--- src/rtl/parking_slot_controller.sv ---
`default_nettype none
// ============================================================================
// Module   : parking_slot_controller
// Purpose  : 8-slot parking lot controller. Latches entry/exit request
//            pulses, serves one request per idle cycle with exit taking
//            priority, tracks slot occupancy, allocates the lowest free slot
//            and holds the matching gate open for GATE_CYCLES cycles.
// Revision : 1.0 - initial release
// ============================================================================
module parking_slot_controller #(
  parameter int GATE_CYCLES = 4
) (
  input  logic       clk,
  input  logic       reset,
  input  logic       entry_req,
  input  logic       exit_req,
  input  logic [2:0] exit_number,
  output logic       entry_grant,
  output logic       entry_denied,
  output logic [2:0] entry_slot,
  output logic [7:0] entry_location,
  output logic       exit_done,
  output logic       exit_error,
  output logic       entry_gate,
  output logic       exit_gate,
  output logic [7:0] occupancy,
  output logic [3:0] free_count,
  output logic       full,
  output logic       empty
);

  typedef enum logic [1:0] {
    ST_IDLE       = 2'd0,
    ST_ENTRY_OPEN = 2'd1,
    ST_EXIT_OPEN  = 2'd2
  } state_t;

  localparam logic [3:0] C_GATE_LOAD = 4'(GATE_CYCLES - 1);

  state_t     state_q, state_d;
  logic [3:0] cnt_q, cnt_d;
  logic       pend_entry_q, pend_entry_d;
  logic       pend_exit_q, pend_exit_d;
  logic [2:0] exit_idx_q, exit_idx_d;
  logic [7:0] occ_q, occ_d;
  logic [3:0] free_count_q, free_count_d;
  logic       full_q, full_d;
  logic       empty_q, empty_d;
  logic       entry_grant_q, entry_grant_d;
  logic       entry_denied_q, entry_denied_d;
  logic       exit_done_q, exit_done_d;
  logic       exit_error_q, exit_error_d;
  logic       entry_gate_q, entry_gate_d;
  logic       exit_gate_q, exit_gate_d;
  logic [2:0] entry_slot_q, entry_slot_d;
  logic [7:0] entry_loc_q, entry_loc_d;

  logic [2:0] free_idx;
  logic [3:0] ones_d;
  logic       clr_entry;
  logic       clr_exit;

  // Priority search for the lowest-numbered empty slot.
  always_comb begin
    free_idx = 3'd0;
    for (int i = 7; i >= 0; i--) begin
      if (!occ_q[i]) free_idx = 3'(i);
    end
  end

  // Next-state logic: service arbitration, gate timing and request latching.
  always_comb begin
    state_d        = state_q;
    cnt_d          = cnt_q;
    occ_d          = occ_q;
    entry_slot_d   = entry_slot_q;
    entry_loc_d    = entry_loc_q;
    entry_gate_d   = entry_gate_q;
    exit_gate_d    = exit_gate_q;
    entry_grant_d  = 1'b0;
    entry_denied_d = 1'b0;
    exit_done_d    = 1'b0;
    exit_error_d   = 1'b0;
    clr_entry      = 1'b0;
    clr_exit       = 1'b0;

    case (state_q)
      ST_IDLE: begin
        if (pend_exit_q) begin
          clr_exit = 1'b1;
          if (occ_q[exit_idx_q]) begin
            occ_d[exit_idx_q] = 1'b0;
            exit_done_d       = 1'b1;
            cnt_d             = C_GATE_LOAD;
            exit_gate_d       = 1'b1;
            state_d           = ST_EXIT_OPEN;
          end else begin
            exit_error_d = 1'b1;
          end
        end else if (pend_entry_q) begin
          clr_entry = 1'b1;
          if (full_q) begin
            entry_denied_d = 1'b1;
          end else begin
            occ_d[free_idx] = 1'b1;
            entry_slot_d    = free_idx;
            entry_loc_d     = 8'b1 << free_idx;
            entry_grant_d   = 1'b1;
            cnt_d           = C_GATE_LOAD;
            entry_gate_d    = 1'b1;
            state_d         = ST_ENTRY_OPEN;
          end
        end
      end
      ST_ENTRY_OPEN, ST_EXIT_OPEN: begin
        if (cnt_q == 4'd0) begin
          state_d      = ST_IDLE;
          entry_gate_d = 1'b0;
          exit_gate_d  = 1'b0;
        end else begin
          cnt_d = cnt_q - 4'd1;
        end
      end
      default: begin
        state_d      = ST_IDLE;
        entry_gate_d = 1'b0;
        exit_gate_d  = 1'b0;
      end
    endcase

    // A new pulse on the same edge as a service clear is kept; otherwise a
    // pulse against an already-set flag is dropped.
    pend_entry_d = entry_req | (pend_entry_q & ~clr_entry);
    pend_exit_d  = exit_req  | (pend_exit_q  & ~clr_exit);
    exit_idx_d   = (exit_req && (!pend_exit_q || clr_exit)) ? exit_number : exit_idx_q;

    ones_d = 4'd0;
    for (int i = 0; i < 8; i++) begin
      ones_d = ones_d + {3'b000, occ_d[i]};
    end
    free_count_d = 4'd8 - ones_d;
    full_d       = &occ_d;
    empty_d      = ~|occ_d;
  end

  // State and output registers with synchronous reset.
  always_ff @(posedge clk) begin
    if (reset) begin
      state_q        <= ST_IDLE;
      cnt_q          <= 4'd0;
      pend_entry_q   <= 1'b0;
      pend_exit_q    <= 1'b0;
      exit_idx_q     <= 3'd0;
      occ_q          <= 8'h00;
      free_count_q   <= 4'd8;
      full_q         <= 1'b0;
      empty_q        <= 1'b1;
      entry_grant_q  <= 1'b0;
      entry_denied_q <= 1'b0;
      exit_done_q    <= 1'b0;
      exit_error_q   <= 1'b0;
      entry_gate_q   <= 1'b0;
      exit_gate_q    <= 1'b0;
      entry_slot_q   <= 3'd0;
      entry_loc_q    <= 8'h00;
    end else begin
      state_q        <= state_d;
      cnt_q          <= cnt_d;
      pend_entry_q   <= pend_entry_d;
      pend_exit_q    <= pend_exit_d;
      exit_idx_q     <= exit_idx_d;
      occ_q          <= occ_d;
      free_count_q   <= free_count_d;
      full_q         <= full_d;
      empty_q        <= empty_d;
      entry_grant_q  <= entry_grant_d;
      entry_denied_q <= entry_denied_d;
      exit_done_q    <= exit_done_d;
      exit_error_q   <= exit_error_d;
      entry_gate_q   <= entry_gate_d;
      exit_gate_q    <= exit_gate_d;
      entry_slot_q   <= entry_slot_d;
      entry_loc_q    <= entry_loc_d;
    end
  end

  assign entry_grant    = entry_grant_q;
  assign entry_denied   = entry_denied_q;
  assign entry_slot     = entry_slot_q;
  assign entry_location = entry_loc_q;
  assign exit_done      = exit_done_q;
  assign exit_error     = exit_error_q;
  assign entry_gate     = entry_gate_q;
  assign exit_gate      = exit_gate_q;
  assign occupancy      = occ_q;
  assign free_count     = free_count_q;
  assign full           = full_q;
  assign empty          = empty_q;

endmodule
`default_nettype wire

--- config.mk ---
export PLATFORM = sky130hd
export DESIGN_NAME = parking_slot_controller
export DESIGN_NICKNAME = d
export VERILOG_FILES = /design/src/rtl/parking_slot_controller.sv
export SDC_FILE = /design/constraint.sdc
export NUM_CORES = 1
export LEC_CHECK = 0
export CORE_MARGIN = 1.5
export CORE_UTILIZATION = 32
export DETAILED_ROUTE_END_ITERATION = 10
export SYNTH_ARGS = -nofsm -noshare
export SYNTH_HDL_FRONTEND = slang
export SYNTH_SLANG_ARGS = --single-unit
--- constraint.sdc ---
create_clock -name clk -period 4.2 [get_ports clk]
set_input_delay 0.42 -clock clk [delete_from_list [all_inputs] [get_ports clk]]
set_output_delay 0.42 -clock clk [all_outputs]
set_load 0.005 [all_outputs]
==> results of run 1 <==
-- power breakdown --
part,total [mW],switching [mW],internal [mW]
logic,0.181,0.0947,0.0861
clock network,0.383,0.144,0.238
registers,0.441,0.0181,0.423
-- kinds of logic after synthesis --
| kind of cell | Yosys count | synth area share (%) |
|---|---|---|
| AO/OA/AOI/OAI | 52 | 18.7 |
| adder cells (fa/ha/maj) | 12 | 8.48 |
| buffers and inverters | 31 | 6.30 |
| flip-flops | 42 | 39.6 |
| multiplexers | 8 | 4.24 |
| AND/OR/NAND/NOR | 96 | 22.7 |
-- worst paths after layout --
check             start       endpoint  cells past startpoint
min reg2reg   exit_gate      exit_gate                      2
min           exit_gate      exit_gate                      2
max          state_q[1]  free_count[2]                     15
max reg2reg  state_q[1]  free_count[2]                     15
-- synth_stat cells (all sizes together), types with 3 or more instances --
cell type and n:
nand2b 4, nand3 6, clkbuf 6, a21oi 19, nand4 3, dfxtp 42
inv 22, and2 8, nor2 30, o21ai 5, ha 8, nor2b 3
fa 4, nor3 6, nand2 21, mux2i 6, a2bb2oi 3, a21o 3
a31oi 3, buf 3
-- metal layers --
layer	vias up	GRT usage (%)	wire length (microns)
li1	913	-	-
met1	879	19.8	2270
met2	45	23.2	2330
met3	10	3.44	222
met4	0	5.28	88
met5	-	0	0
-- stage by stage --
| step | util (%) | setup WS, ns |
|---|---|---|
| final | 42.5 | 0.388 |
| after global placement | 40.4 | 0.487 |
| after floorplan | - | 0.647 |
| after CTS | 42.5 | 0.382 |
| after global routing | 42.5 | 0.171 |
| after detailed placement | 40.4 | 0.404 |
-- registers in the layout (all words and copies together), names as in the netlist, 2 cells and up --
register and flops:
cnt_q 4, entry_location 8, entry_slot 3, exit_idx_q 3, free_count 4, occupancy 8, state_q 2
-- worst reg2reg max path: stages (launching register included) --
cell and delay [ns]:
dfxtp_1 0.31, inv_1 0.07, ha_1 0.27, and4bb_2 0.36, nand3_1 0.15, or3b_1 0.43, a21bo_2 0.25, fa_1 0.41
inv_1 0.07, ha_1 0.14, inv_1 0.05, fa_1 0.46, fa_1 0.36, inv_1 0.06, ha_1 0.21, nor2b_1 0.12
-- final cells by class --
class,count,area share (%)
multi-input cells,168,42.4
flip-flops and latches,42,31.0
repair buffers,42,15.0
well taps,77,3.55
inverters,22,3.04
clock buffers,5,2.53
clock inverters,3,2.53
==> metrics.md, run 1 <==
| Metric | Value |
|---|---|
| Least-Margin Pin Slew | `0.693 ns` |
| Yosys top cell by area | `dfxtp_1` |
| Die ar. | `between 7000 and 8000 sq um` |
| Tcrit/Tclk final | `approximately nine tenths` |
| Num CTS Buffers | `5` |
| R2r setup slk | `roughly 0.39 ns` |
| Ant diodes | `0` |
| Most used cell along the critical path | `inv_1` |
| Fillcell total | `647` |
| Syn-to-layout area delta | `27.8%` |
| Post-Syn Area | `2120 sq um` |
| Final Slew Violations | `0` |
| Sequential fraction of the synthesis area | `39.6%` |
| Crit-path slowest cell | `fa_1` |
| Cell count after synthesis | `approximately 240` |
| Cts repair resizes | `0` |
| Max Cap Viol | `0` |
| Max_slew headroom | `between 50% and 60%` |
| First-pass GRT wire length | `~8500 microns` |
| Pin count of the biggest net entering global routing | `22` |
| DRC Markers | `0` |
| Critical path arrival | `~4 ns` |
| Share of cells above drive strength 1 | `9.22%` |
| VDD IR-drop max | `0.142 mV` |
| Synth cell types | `57` |
| Max clock buf depth | `2` |
| Post-CTS Hold Buffers | `0` |
| Via count | `1847` |
| Main synth FF type | `dfxtp_1` |
| Most common cell after layout, fill and taps aside | `dfxtp_1` |
| CP endpoint kind | `flop` |
| Crit path buf inv count | `4` |
| Routed wire length | `4920 microns` |
| Clock latency on the worst-skew pair | `0.30 ns` |
| Status | `completed` |
| Syn Nets | `260` |
| Number of synthesized flops with an enable pin | `0` |
| Design area | `2720 sq um` |
| Warnings from Yosys | `0` |
| Worst Setup Start Kind | `flop` |
| Final-report hold violation count | `0` |
| Mean cell area of the mapped netlist | `8.82 sq um` |
| F_max | `262 MHz` |
| Setup TNS | `0 ns` |
| Yosys reg bits | `42` |
| Commonest non-fill, non-tap cells in the layout | `42 x dfxtp_1, 37 x clkdlybuf4s50_1, 30 x nor2_1` |
| Req. time, crit path | `4.39 ns` |
| Layout Skew | `0.00880 ns` |
| Post-Place Cell Area | `approximately 2600 sq um` |
| Initial Util | `33.3%` |
| Reg area | `841 sq um` |
| CP top delay family | `adder cells` |
| Power Dens Cells | `370 nW/um^2` |
| Combined area of the multi-input logic cells | `about 1100 sq um` |
| Largest stage delay on the critical path | `around 0.46 ns` |
| Hold Crit Class | `flop to flop` |
| GRT Util Overall | `14.7%` |
| Vias per cell | `5.14` |
| Core area | `6390 sq um` |
| # IOs | `38` |
| DP HPWL | `3750 microns` |
| Die X | `84.5 microns` |
| Nets | `300` |
| Post-CTS Repair Setup Buffers | `0` |
| Synth top area share | `a little under 40%` |
| Clock tree sinks | `42` |
| CTS clk-pin slew, worst paths | `around 0.090 ns` |
| Unrepaired setup endpoints after global routing | `no` |
| CP Cell Sequence | `inv_1 > ha_1 > and4bb_2 > nand3_1 > or3b_1 > a21bo_2 > fa_1 > inv_1 > ha_1 > inv_1 > fa_1 > fa_1 > inv_1 > ha_1 > nor2b_1` |
| Crit-path max FO | `8` |
| Post-DRT Antenna Nets | `0` |
| Vias in the first global route | `1745` |
| GPL Wtd Cong | `0.837` |
| WL per Instance | `13.7 microns` |
| Placed Cells | `351` |
| # rows | `29` |
| CTS root buf | `clkbuf_8` |
| DRT Pass-1 Iters | `4` |
| Top cells by area, synth | `dfxtp_1 40%, nor2_1 5.3%, ha_1 4.7%` |
| Leakage | `1.09 nW` |
| Asr flop ratio synth | `0%` |
| TritonCTS clock tree | `built` |
| Critical path class | `flop to flop` |
| Post-Layout Cell Count | `359` |
| Final setup violation count | `0` |
| Drt first-iter violations | `111` |
| Total grt overflow | `0` |
| CTS HTree Levels | `2` |
| Power Total | `1.00 mW` |
| Initial antenna violation count | `0` |
| Minimum clock period | `approximately 3.8 ns` |
| Port Buffer Count | `37` |
| Hold_ws | `0.457 ns` |
| Chip height | `~84 microns` |
(Power assumes the default switching activity.)
==> run 2, diff against run 1 <==
--- a/config.mk
+++ b/config.mk
@@ -5,7 +5,7 @@
 export SDC_FILE = /design/constraint.sdc
 export NUM_CORES = 1
 export LEC_CHECK = 0
-export CORE_MARGIN = 1.5
+export ABC_AREA = 0
 export CORE_UTILIZATION = 32
 export DETAILED_ROUTE_END_ITERATION = 10
 export SYNTH_ARGS = -nofsm -noshare
==> run 2 against run 1 <==
Against the previous run:
- count of clock-buffer cells in the layout stayed put
- utilization is 0.92 points lower
- design area decreased by 2.2%
- critical path depth unchanged
- final cell count fell by 0.28%
- via count about the same
- wire length increased by 1.8%
- register-to-register slack lost 0.08 ns
- die area down 2.4%
- non-clock buffer count unchanged
- first-iteration DRC count decreased by 30%
- sequential power hardly changed
- largest cell class unchanged
==> metrics.md, run 2 (synthesis gave the netlist of run 1 again) <==
| Metric | Value |
|---|---|
| Status | `completed` |
| Total grt overflow | `0 (unchanged)` |
| Req. time, crit path | `4.35 ns (-0.04 ns)` |
| # rows | `29 (unchanged)` |
| Post-DRT Antenna Nets | `0 (unchanged)` |
| Cts repair resizes | `0 (unchanged)` |
| Switching Share | `28.7% (+3.1 points)` |
| Final setup violation count | `0 (unchanged)` |
| VDD IR-drop max | `0.203 mV (+42%)` |
| Largest stage delay on the critical path | `0.47 ns (about the same)` |
| Least-Margin Pin Slew | `0.762 ns (+0.0685 ns)` |
| Minimum clock period | `3.89 ns (+0.0778 ns)` |
| DRT Pass-1 Iters | `4 (unchanged)` |
| Max Cap Viol | `0 (unchanged)` |
| Leakage | `1.07 nW (-2.2%)` |
| Vias in the first global route | `1798 (+3.0%)` |
| Die X | `83.5 microns (-1.2%)` |
| Via count | `1848 (+0.054%)` |
| Setup TNS | `0 ns (unchanged)` |
| Max clock buf depth | `2 (unchanged)` |
| Post-CTS Hold Buffers | `0 (unchanged)` |
| Post-CTS Repair Setup Buffers | `0 (unchanged)` |
| Int Pwr | `0.621 mW (-17%)` |
| Ant diodes | `0 (unchanged)` |
| CTS HTree Levels | `2 (unchanged)` |
| Final Slew Violations | `0 (unchanged)` |
| Share of cells above drive strength 1 | `8.90% (-0.32 points)` |
| Sequential share of power | `50.7% (+6.8 points)` |
| Power Dens Cells | `328 nW/um^2 (-11%)` |
| DRC Markers | `0 (unchanged)` |
| GRT Util Overall | `15.2% (+0.48 points)` |
| Clock tree sinks | `42 (unchanged)` |
| Nets | `300 (unchanged)` |
| Clock group share of total power | `28.4% (-9.7 points)` |
| Crit-path max FO | `8 (unchanged)` |
| Final-report hold violation count | `0 (unchanged)` |
| F_max | `257 MHz (-2.0%)` |
| Unrepaired setup endpoints after global routing | `no` |
| Num CTS Buffers | `5 (unchanged)` |
| Vias per cell | `5.16 (+0.33%)` |
| Pin count of the biggest net entering global routing | `21 (-4.5%)` |
| WL per Instance | `14.0 microns (+2.1%)` |
| Critical path arrival | `4.04 ns (+0.04 ns)` |
| Port Buffer Count | `37 (unchanged)` |
| M2 GR Usage | `25.0% (+1.8 points)` |
| Crit path buf inv count | `4 (unchanged)` |
| GPL Wtd Cong | `0.831 (-0.72%)` |
| Sw power | `0.250 mW (-2.9%)` |
| Tcrit/Tclk final | `92.6% (+1.9 points)` |
| Drt first-iter violations | `78 (-30%)` |
| Core area | `6390 sq um (unchanged)` |
| Die ar. | `6970 sq um (-2.4%)` |
| Most common cell after layout, fill and taps aside | `dfxtp_1` |
| Worst Setup Start Kind | `flop` |
| Hold Crit Class | `flop to flop` |
| Util after Layout | `41.6% (-0.92 points)` |
| First-pass GRT wire length | `8450 microns (-0.41%)` |
| Chip height | `83.5 microns (-1.2%)` |
| CP top delay family | `adder cells` |
| CTS root buf | `clkbuf_8` |
| Met1 usage in global routing | `19.1% (-0.70 points)` |
| Most used cell along the critical path | `inv_1` |
| # IOs | `38 (unchanged)` |
| TritonCTS clock tree | `built` |
| Syn-to-layout area delta | `25.0%` |
| CTS clk-pin slew, worst paths | `0.08 ns (about the same)` |
| Max_slew headroom | `49.1% (-4.2 points)` |
| Combinational fraction of design power | `20.9% (+2.9 points)` |
| Critical path class | `flop to flop` |
| Routed wire length | `5010 microns (+1.8%)` |
| CP endpoint kind | `flop` |
| CP Cell Sequence | `inv_1 > ha_1 > and4bb_2 > nand3_1 > or3b_1 > a21bo_2 > fa_1 > inv_1 > ha_1 > inv_1 > fa_1 > fa_1 > inv_1 > ha_1 > nor2b_1` |
| Hold_ws | `0.455 ns (-0.00147 ns)` |
| Crit-path slowest cell | `fa_1` |
| Clock latency on the worst-skew pair | `0.29 ns (about the same)` |
| DP HPWL | `3740 microns (-0.20%)` |
| Busiest layer in global routing | `met2` |
| Initial Util | `33.3% (unchanged)` |
| Layout Skew | `0.00962 ns (+0.000817 ns)` |
| Initial antenna violation count | `0 (unchanged)` |
| Commonest non-fill, non-tap cells in the layout | `42 x dfxtp_1, 37 x clkdlybuf4s50_1, 30 x nor2_1` |
| GR Util met3 | `3.07% (-0.38 points)` |
==> run 2: cell types whose count changed in the layout (fill, tap and decap cells not counted) <==
cell and delta:
clkinv_4 -1, clkinv_2 +2, bufinv_16 -2
==> run 2: cell type report <==
cell class,instances,area (sq um)
Fill cell,659,3730
Sequential cell,42,841
Timing Repair Buffer,42,408
Clock inverter,2,10.0
Tap cell,77,96.3
Multi-Input combinational cell,168,1150
Inverter,22,82.6
Clock buffer,5,68.8
==> run 2: worst min-delay path, stage by stage, from the launching register on <==
cell	delay [ns]
dfxtp_1	0.32
inv_1	0.05
a21oi_1	0.05
==> run 2: worst paths after layout <==
kind                                 start       endpoint  slack, ns  cells past startpoint
worst max-delay path            state_q[1]  free_count[2]       0.31                     15
worst min-delay path             exit_gate      exit_gate       0.46                      2
worst max register to register  state_q[1]  free_count[2]       0.31                     15
worst min register to register   exit_gate      exit_gate       0.46                      2
==> run 2: power groups by stage <==
stage / clock network (mW) / registers, mW / logic (mW)
3_3_place_gp: 0 / 0.450 / 0.181
5_1_grt: 0.274 / 0.445 / 0.205
4_1_cts: 0.257 / 0.442 / 0.183
3_5_place_dp: 0 / 0.450 / 0.182
2_1_floorplan: 0 / 0.446 / 0.127
6_report: 0.247 / 0.441 / 0.182
==> run 2: per-stage QoR <==
| stage | power [mW] | cell area [sq um] | worst slack [ns] | std cells |
|---|---|---|---|---|
| global placement | 0.631 | 2580 | 0.446 | 351 |
| detailed placement | 0.633 | 2580 | 0.351 | 351 |
| floorplan | 0.573 | 2120 | 0.647 | 241 |
| finish | 0.871 | 2660 | 0.310 | 358 |
| CTS | 0.882 | 2660 | 0.333 | 358 |
| global route | 0.924 | 2660 | 0.0785 | 358 |
==> run 2: routing by layer <==
layer,up-vias,part of all wire [%]
li1,909,-
met1,873,45
met2,54,48
met3,12,4.5
met4,0,2.7
met5,-,0
==> run 3, diff against run 2 <==
--- a/config.mk
+++ b/config.mk
@@ -6,7 +6,9 @@
 export NUM_CORES = 1
 export LEC_CHECK = 0
 export ABC_AREA = 0
+export ABC_CLOCK_PERIOD_IN_PS = 4200
 export CORE_UTILIZATION = 32
+export CTS_CLUSTER_SIZE = 20
 export DETAILED_ROUTE_END_ITERATION = 10
 export SYNTH_ARGS = -nofsm -noshare
 export SYNTH_HDL_FRONTEND = slang
==> results of run 3 <==
Same layout as run 2: the final DEF is identical, and so are final timing and power.
